===== config.mk =====
export PLATFORM = sky130hd
export DESIGN_NAME = vga_frame_buffer
export DESIGN_NICKNAME = d
export VERILOG_FILES = /design/src/rtl/vga_frame_buffer_pkg.sv /design/src/rtl/vga_frame_buffer_edge_fall_det.sv /design/src/rtl/vga_frame_buffer.sv
export SDC_FILE = /design/constraint.sdc
export NUM_CORES = 2
export LEC_CHECK = 0
export CAP_MARGIN = 20
export CORE_ASPECT_RATIO = 0.9
export CORE_MARGIN = 2
export CORE_UTILIZATION = 45
export DETAILED_ROUTE_END_ITERATION = 16
export PLACE_DENSITY_LB_ADDON = 0.15
export REMOVE_ABC_BUFFERS = 1
export SLEW_MARGIN = 15
export SYNTH_ARGS = -nofsm -noshare
export SYNTH_HDL_FRONTEND = slang
export SYNTH_SLANG_ARGS = --single-unit

===== constraint.sdc =====
create_clock -name clk -period 4.8 [get_ports clk]
set_clock_uncertainty 0.15 [all_clocks]
set_input_delay 0.96 -clock clk [delete_from_list [all_inputs] [get_ports clk]]
set_output_delay 0.96 -clock clk [all_outputs]
set_load 0.005 [all_outputs]

===== src/rtl/vga_frame_buffer_pkg.sv =====
// vga_pkg: shared definitions for the VGA frame buffer and its neighbours.
//   VGA_DEPTH   - entries per buffer
//   VGA_DATA_W  - entry width
//   fb_state_t  - frame buffer sequencer states
//   vga_byte_t  - one stored byte
package vga_pkg;

  localparam int VGA_DEPTH  = 65;
  localparam int VGA_DATA_W = 8;

  typedef enum logic [1:0] {
    IDLE    = 2'd0,
    CLEAR   = 2'd1,
    WAIT_VS = 2'd2
  } fb_state_t;

  typedef logic [7:0] vga_byte_t;

endpackage


===== src/rtl/vga_frame_buffer_edge_fall_det.sv =====
// edge_fall_det: registers a level signal and flags its falling edge.
//   clk, rst_n - clock, synchronous active-low reset
//   sig        - level input (e.g. active-low vsync)
//   fall       - high while sig_q==1 and sig==0 (combinational from the
//                registered copy and the live input)
// The register resets to 1 so a signal that is low out of reset is not
// mistaken for a fresh falling edge.
module edge_fall_det (
  input  logic clk,
  input  logic rst_n,
  input  logic sig,
  output logic fall
);

  logic sig_q;

  always_ff @(posedge clk) begin
    if (!rst_n) sig_q <= 1'b1;
    else        sig_q <= sig;
  end

  assign fall = sig_q & ~sig;

endmodule


===== src/rtl/vga_frame_buffer.sv =====
// vga_frame_buffer: double-buffered byte store feeding the VGA output stage.
//   clk, rst_n          - clock, synchronous active-low reset
//   wr_valid/wr_ready   - producer write handshake
//   wr_sel              - 0: array entry, 1: display byte
//   wr_addr, wr_data    - write index / data
//   clear_req           - zero the back array
//   commit              - publish back buffer at the next vsync falling edge
//   vsync               - active-low vertical sync
//   ram, display        - front buffer (registered)
//   busy                - sequencer not idle
//   swap_done           - one-cycle pulse after a swap
//   wr_err              - one-cycle pulse after an out-of-range array write
//
// state   | meaning
// IDLE    | accepts writes, clear and commit
// CLEAR   | sweeping back[0..DEPTH-1] to zero, one entry per cycle
// WAIT_VS | commit pending, waiting for vsync falling edge
module vga_frame_buffer
  import vga_pkg::*;
#(
  parameter int DEPTH  = VGA_DEPTH,
  parameter int DATA_W = VGA_DATA_W,
  parameter int ADDR_W = 7
) (
  input  logic              clk,
  input  logic              rst_n,
  input  logic              wr_valid,
  output logic              wr_ready,
  input  logic              wr_sel,
  input  logic [ADDR_W-1:0] wr_addr,
  input  logic [DATA_W-1:0] wr_data,
  input  logic              clear_req,
  input  logic              commit,
  input  logic              vsync,
  output logic [DATA_W-1:0] ram [DEPTH-1:0],
  output logic [DATA_W-1:0] display,
  output logic              busy,
  output logic              swap_done,
  output logic              wr_err
);

  // Extra bit so DEPTH == 2**ADDR_W still compares correctly.
  localparam logic [ADDR_W:0]   DEPTH_L = (ADDR_W+1)'(DEPTH);
  localparam logic [ADDR_W-1:0] LAST    = ADDR_W'(DEPTH - 1);

  fb_state_t         state, state_nxt;
  logic [ADDR_W-1:0] cnt;
  logic [DATA_W-1:0] back [DEPTH-1:0];
  logic [DATA_W-1:0] display_back;
  logic              vs_fall;
  logic              wr_fire;
  logic              addr_ok;

  edge_fall_det u_vs_fall (
    .clk   (clk),
    .rst_n (rst_n),
    .sig   (vsync),
    .fall  (vs_fall)
  );

  always_ff @(posedge clk) begin
    if (!rst_n) state <= IDLE;
    else        state <= state_nxt;
  end

  always_comb begin
    state_nxt = state;
    wr_ready  = 1'b0;
    busy      = 1'b1;
    case (state)
      IDLE: begin
        busy     = 1'b0;
        wr_ready = !clear_req && !commit;
        if (clear_req)   state_nxt = CLEAR;
        else if (commit) state_nxt = WAIT_VS;
      end
      CLEAR:   if (cnt == LAST) state_nxt = IDLE;
      WAIT_VS: if (vs_fall)     state_nxt = IDLE;
      default: state_nxt = IDLE;
    endcase
  end

  assign wr_fire = wr_valid && wr_ready;
  assign addr_ok = {1'b0, wr_addr} < DEPTH_L;

  always_ff @(posedge clk) begin
    if (!rst_n) begin
      cnt          <= '0;
      display_back <= '0;
      display      <= '0;
      swap_done    <= 1'b0;
      wr_err       <= 1'b0;
      for (int i = 0; i < DEPTH; i++) begin
        back[i] <= '0;
        ram[i]  <= '0;
      end
    end else begin
      swap_done <= 1'b0;
      // wr_addr is meaningless for display writes, so only array writes can err.
      wr_err    <= wr_fire && !wr_sel && !addr_ok;
      if (wr_fire) begin
        if (wr_sel)       display_back  <= wr_data;
        else if (addr_ok) back[wr_addr] <= wr_data;
      end
      if (state == CLEAR) begin
        back[cnt] <= '0;
        cnt       <= (cnt == LAST) ? '0 : cnt + 1'b1;
      end
      if (state == WAIT_VS && vs_fall) begin
        ram       <= back;
        display   <= display_back;
        swap_done <= 1'b1;
      end
    end
  end

endmodule


# Yosys cells after proc, flatten, opt, wreduce, memory -nomap -nowiden
# Cells that the tools add are included.
# word_totals
ff_bits	1068
in_bits	22
out_inout_bits	532
word_cells	186
# op_classes
add_sub_neg	1
n_lt_le_gt_ge	5
n_eq_ne	6
muxes	19
n_bitwise	4
n_reduce_logical	14
# op_table
operator	count
520-bit 2-to-1 mux	5
520-bit bitwise AND	1
520-bit bitwise mux	1
520-bit NOT	1
8-bit demux with 7-bit select	2
7-bit by 8-bit less-than comparator with 1-bit output (second input constant)	2
8-bit 2-to-1 mux	2
7-bit by 1-bit >= comparator with 1-bit output (second input constant)	2
2-bit 2-to-1 mux	4
7-bit by 1-bit adder with 7-bit output (second input constant)	1
7-bit == test (second input constant)	1
1-bit logical AND	7
7-bit less-than comparator (second input constant)	1
7-bit 2-to-1 mux	1
2-bit case mux with 3 select lines	1
1-bit logical NOT	4
1-bit 2-to-1 mux	3
3-bit inequality test (second input constant)	1
3-bit AND reduction	1
2-bit by 1-bit == test with 1-bit output (second input constant)	1
2-bit == test (second input constant)	1
2-bit logical NOT	1
2-bit by 1-bit inequality test with 1-bit output (second input constant)	1
2-bit inequality test (second input constant)	1
3 further kinds	3

# Depth between registers and ports, before layout
# depth
depth_word	11
ltp_mapped	9
depth_no_buf	5

# Hierarchy
# Synthesis repeated with hierarchy kept, for this count alone.
# hier_totals
cells_unflattened	4434
hier_area_um2	39937.1
# modules_own_cells
mod	n_inst	cells_per_inst	area_per_inst_um2
vga_frame_buffer	1	4431	39904.5
edge_fall_det	1	3	32.5

# Least setup slack after synthesis
# No wires, ideal clock.
# synth_path
path_type	input to output
startpoint	input port commit
endpoint	output port wr_ready
arrival_time_ns	1.938
setup_slack_ns	1.752
path_stages	5
path_buffers	3
path_cell_list	or4_4 > buf_6 > inv_6 > buf_12 > buf_4
# synth_via
elab_chain_len	3
# synth_lines
element	line	source
start, declared	vga_frame_buffer.sv:33	input logic commit,
1-bit logical NOT	vga_frame_buffer.sv:73	wr_ready = !clear_req && !commit;
1-bit logical AND	vga_frame_buffer.sv:73	
1-bit 2-to-1 mux	vga_frame_buffer.sv:70	case (state)
end, declared	vga_frame_buffer.sv:28	output logic wr_ready,
# Every way passes these cells.

# Worst setup path in the final report
# Ends and elaborated chain as after synthesis.

==> out/qor.csv <==
stage;metric;value;unit
power;p_total;18400;uW
yosys;synth_top_area_cell;dfxtp_1;
die;start_util;45.6;%
global_route;grt.total_usage;27.3;%
yosys;yosysSeqAreaShare;55.3;%
yosys;synth.distinct_cells;50;
die;rows;101;
routing;avgRoutedWirePerCell;20.7;um
yosys;synth_area;38600;um2
die;core;84700;um2
global_route;grt_pass1_wl;184;mm
final_layout;drive_gt1_share;7.27;%
cts;cts.sinks;1068;
setup_path;r2r_slack;1570;ps
global_route;grt-ovfl-total;0;
yosys;synthTopCellsByCount;nand2_1 (1,295), dfxtp_1 (1,068), a21oi_1 (644);
global_route;grt_max_degree;162;
timing;setup_violations;0;
final_layout;final_core_util;57.9;%
setup_path;crit_path_start;commit;
routing;ant_nets;0;
yosys;synth.most_common_cell;nand2_1;
setup_path;r2r_end;back[67];
yosys;syn_area_per_cell;8.83;um2
setup_path;critPathMaxStageDelay;710;ps
global_route;antenna_found_initial;7;
power;peakVddDrop;0.000278;V
cts;cts_htree_levels;3;
routing;wl_met1;55.5;mm
yosys;ys_ff_latch;1068;
yosys;yosys-top-cells-area;dfxtp_1 (55%), nand2_1 (13%), mux2i_1 (11%), a21oi_1 (8.3%), nor2_1 (4.1%);
timing;fmax;248;MHz
die;io_pins;554;
setup_path;critPathArrivalTime;2920;ps
yosys;synth_cells;4375;
cts;worstSkewPairLatency;680;ps
timing;finalHoldViolCount;0;
timing;setup_tns;0;ps
power;power_density;375;nW/um2
setup_path;path_max_fanout;14;
yosys;async_flop_share;0;%
timing;slew_headroom;21.4;%
cts;ctsHoldBuffers;0;
die;die_w;313;um
routing;drcViolationCount;0;
placed_design;portBuffers;553;
setup_path;critical_path_class;input pin to primary output;
setup_path;rr_worst_depth;4;
timing;tightest_slew;1180;ps
routing;drt-total-wl;125;mm
routing;via_per_inst;5.25;
cts;cts_resized;0;
die;dieArea;88200;um2
routing;wl_met2;57.4;mm
cts;clockBufferDepth;3;
timing;fin_crit_sh;84.0;%
job;maxCapViolCount;0;
timing;rsz0062_at_grt;false;
routing;top_layer;met5;
setup_path;cp-endpoint;wr_ready;
routing;drt_pass1_iterations;6;
cts;cts_tree;yes;
cts;path_clk_slew;60;ps
global_route;grt_pass1_vias;29700;
routing;vias;31700;
final_layout;syn2layout_area_growth;26.8;%
timing;worst_slack;770;ps
placed_design;hpwlAfterDp;79.8;mm
cts;post_cts_buffers;0;
setup_path;cp-end-kind;primary output;
setup_path;required;3690;ps
setup_path;r2r-start;state[0];
setup_path;startpoint_type;input pin;
power;power.leakage;0.0199;uW
yosys;synth_edf_count;0;
yosys;synth-main-ff-cell;dfxtp_1;
die;die_y;282;um
timing;drv_slew;0;
setup_path;worstPathCellList;clkdlybuf4s50_1 -> or4_4 -> inv_6 -> clkdlybuf4s50_1;
routing;drt_iter0_drc;2377;
min_path;worstHoldPathType;register to register;
cts;tritoncts.num_buffers;108;
final_layout;fin_nets;4841;
timing;period_minus_slack;4030;ps
placed_design;dp_worst_setup_slack;748;ps
cts;cts_root_buf;clkbuf_16;
yosys;synth_warnings;0;
routing;route.met3.wl;8.42;mm
setup_path;timing.critical_path.mode_cell;clkdlybuf4s50_1;
setup_path;crit_path_top_delay_cell;or4_4;
status;status;finished clean;
yosys;yosys.area.top_type_share;55.3;%
placed_design;globalplace.congestion;0.810;
[area by class of cell]
cell class                 instances  area, um2
multi-input combinational       3005      16100
fill                            7671      35700
sequential                      1068      21400
timing repair buffer             630       6260
clock inverter                    42        579
antenna                            3       7.51
inverter                           4       27.5
tap                             1133       1420
clock buffer                     159       3210
[sequential cells by signal, indices dropped and copies added, names as in the netlist]
register,cells
state,2
display,8
display_back,8
wr_err,1
swap_done,1
u_vs_fall.sig_q,1
ram,520
back,520
cnt,7
[kinds of logic after synthesis]
family / count (synthesis) / synth area share, %
multiplexers: 416 / 10.8
adder cells (fa/ha/maj): 2 / 0.0647
AND/OR/NAND/NOR: 1871 / 21.2
buffers and inverters: 302 / 3.28
flip-flops: 1068 / 55.3
XOR/XNOR: 4 / 0.0907
AO/OA/AOI/OAI: 712 / 9.27
[layout by cell type, fill, tap and decap left out, types with 14 or more instances in the layout]
| cell type | instances |
|---|---|
| buf_4 | 65 |
| dfxtp_1 | 1068 |
| a21oi_1 | 644 |
| clkbuf_8 | 27 |
| o21ai_0 | 34 |
| nand2_1 | 1295 |
| nor2_1 | 425 |
| o21ai_1 | 28 |
| clkinv_2 | 23 |
| clkbuf_1 | 22 |
| mux2i_1 | 416 |
| clkbuf_16 | 110 |
| nand4_4 | 17 |
| clkdlybuf4s50_1 | 543 |
| nor4_4 | 14 |
| nand4_1 | 16 |
| buf_12 | 15 |
| nand4_2 | 33 |
[power by group]
group	internal (uW)	total, uW	switching, uW
clock network	5320	8890	3570
registers	8870	8880	7.82
logic	104	610	507
[worst min-delay path by stage]
stage	endpoint	cells after the start	from	slack (ps)
final	ram[182]	2	back[182]	290
after global routing	ram[352]	2	back[352]	310
after CTS	ram[20]	2	back[20]	290
after detailed placement	ram[356]	2	back[356]	290
after global placement	ram[258]	2	back[258]	290
after floorplan	ram[488]	2	back[488]	280
[per-layer routing]
metal  vias to the layer above  track usage (%)
met4                         4             9.08
met1                     15100             37.4
met5                         -                0
met2                      1017             43.4
li1                      15300                -
met3                       226             4.93
[through the flow]
step | cells | cell area (um2) | hold WS [ps]
detailed placement | 5835 | 45200 | 293
CTS | 6036 | 49000 | 290
floorplan | 4077 | 37400 | 281
global route | 6041 | 49000 | 313
finish | 6044 | 49000 | 293
global placement | 5834 | 45200 | 287
[worst max-delay path, delay by kind of cell]
kind	cells	cell delay [ps]
AND/OR/NAND/NOR	1	710
buffers and inverters	3	1220
Power figures use the tool's default switching activity.
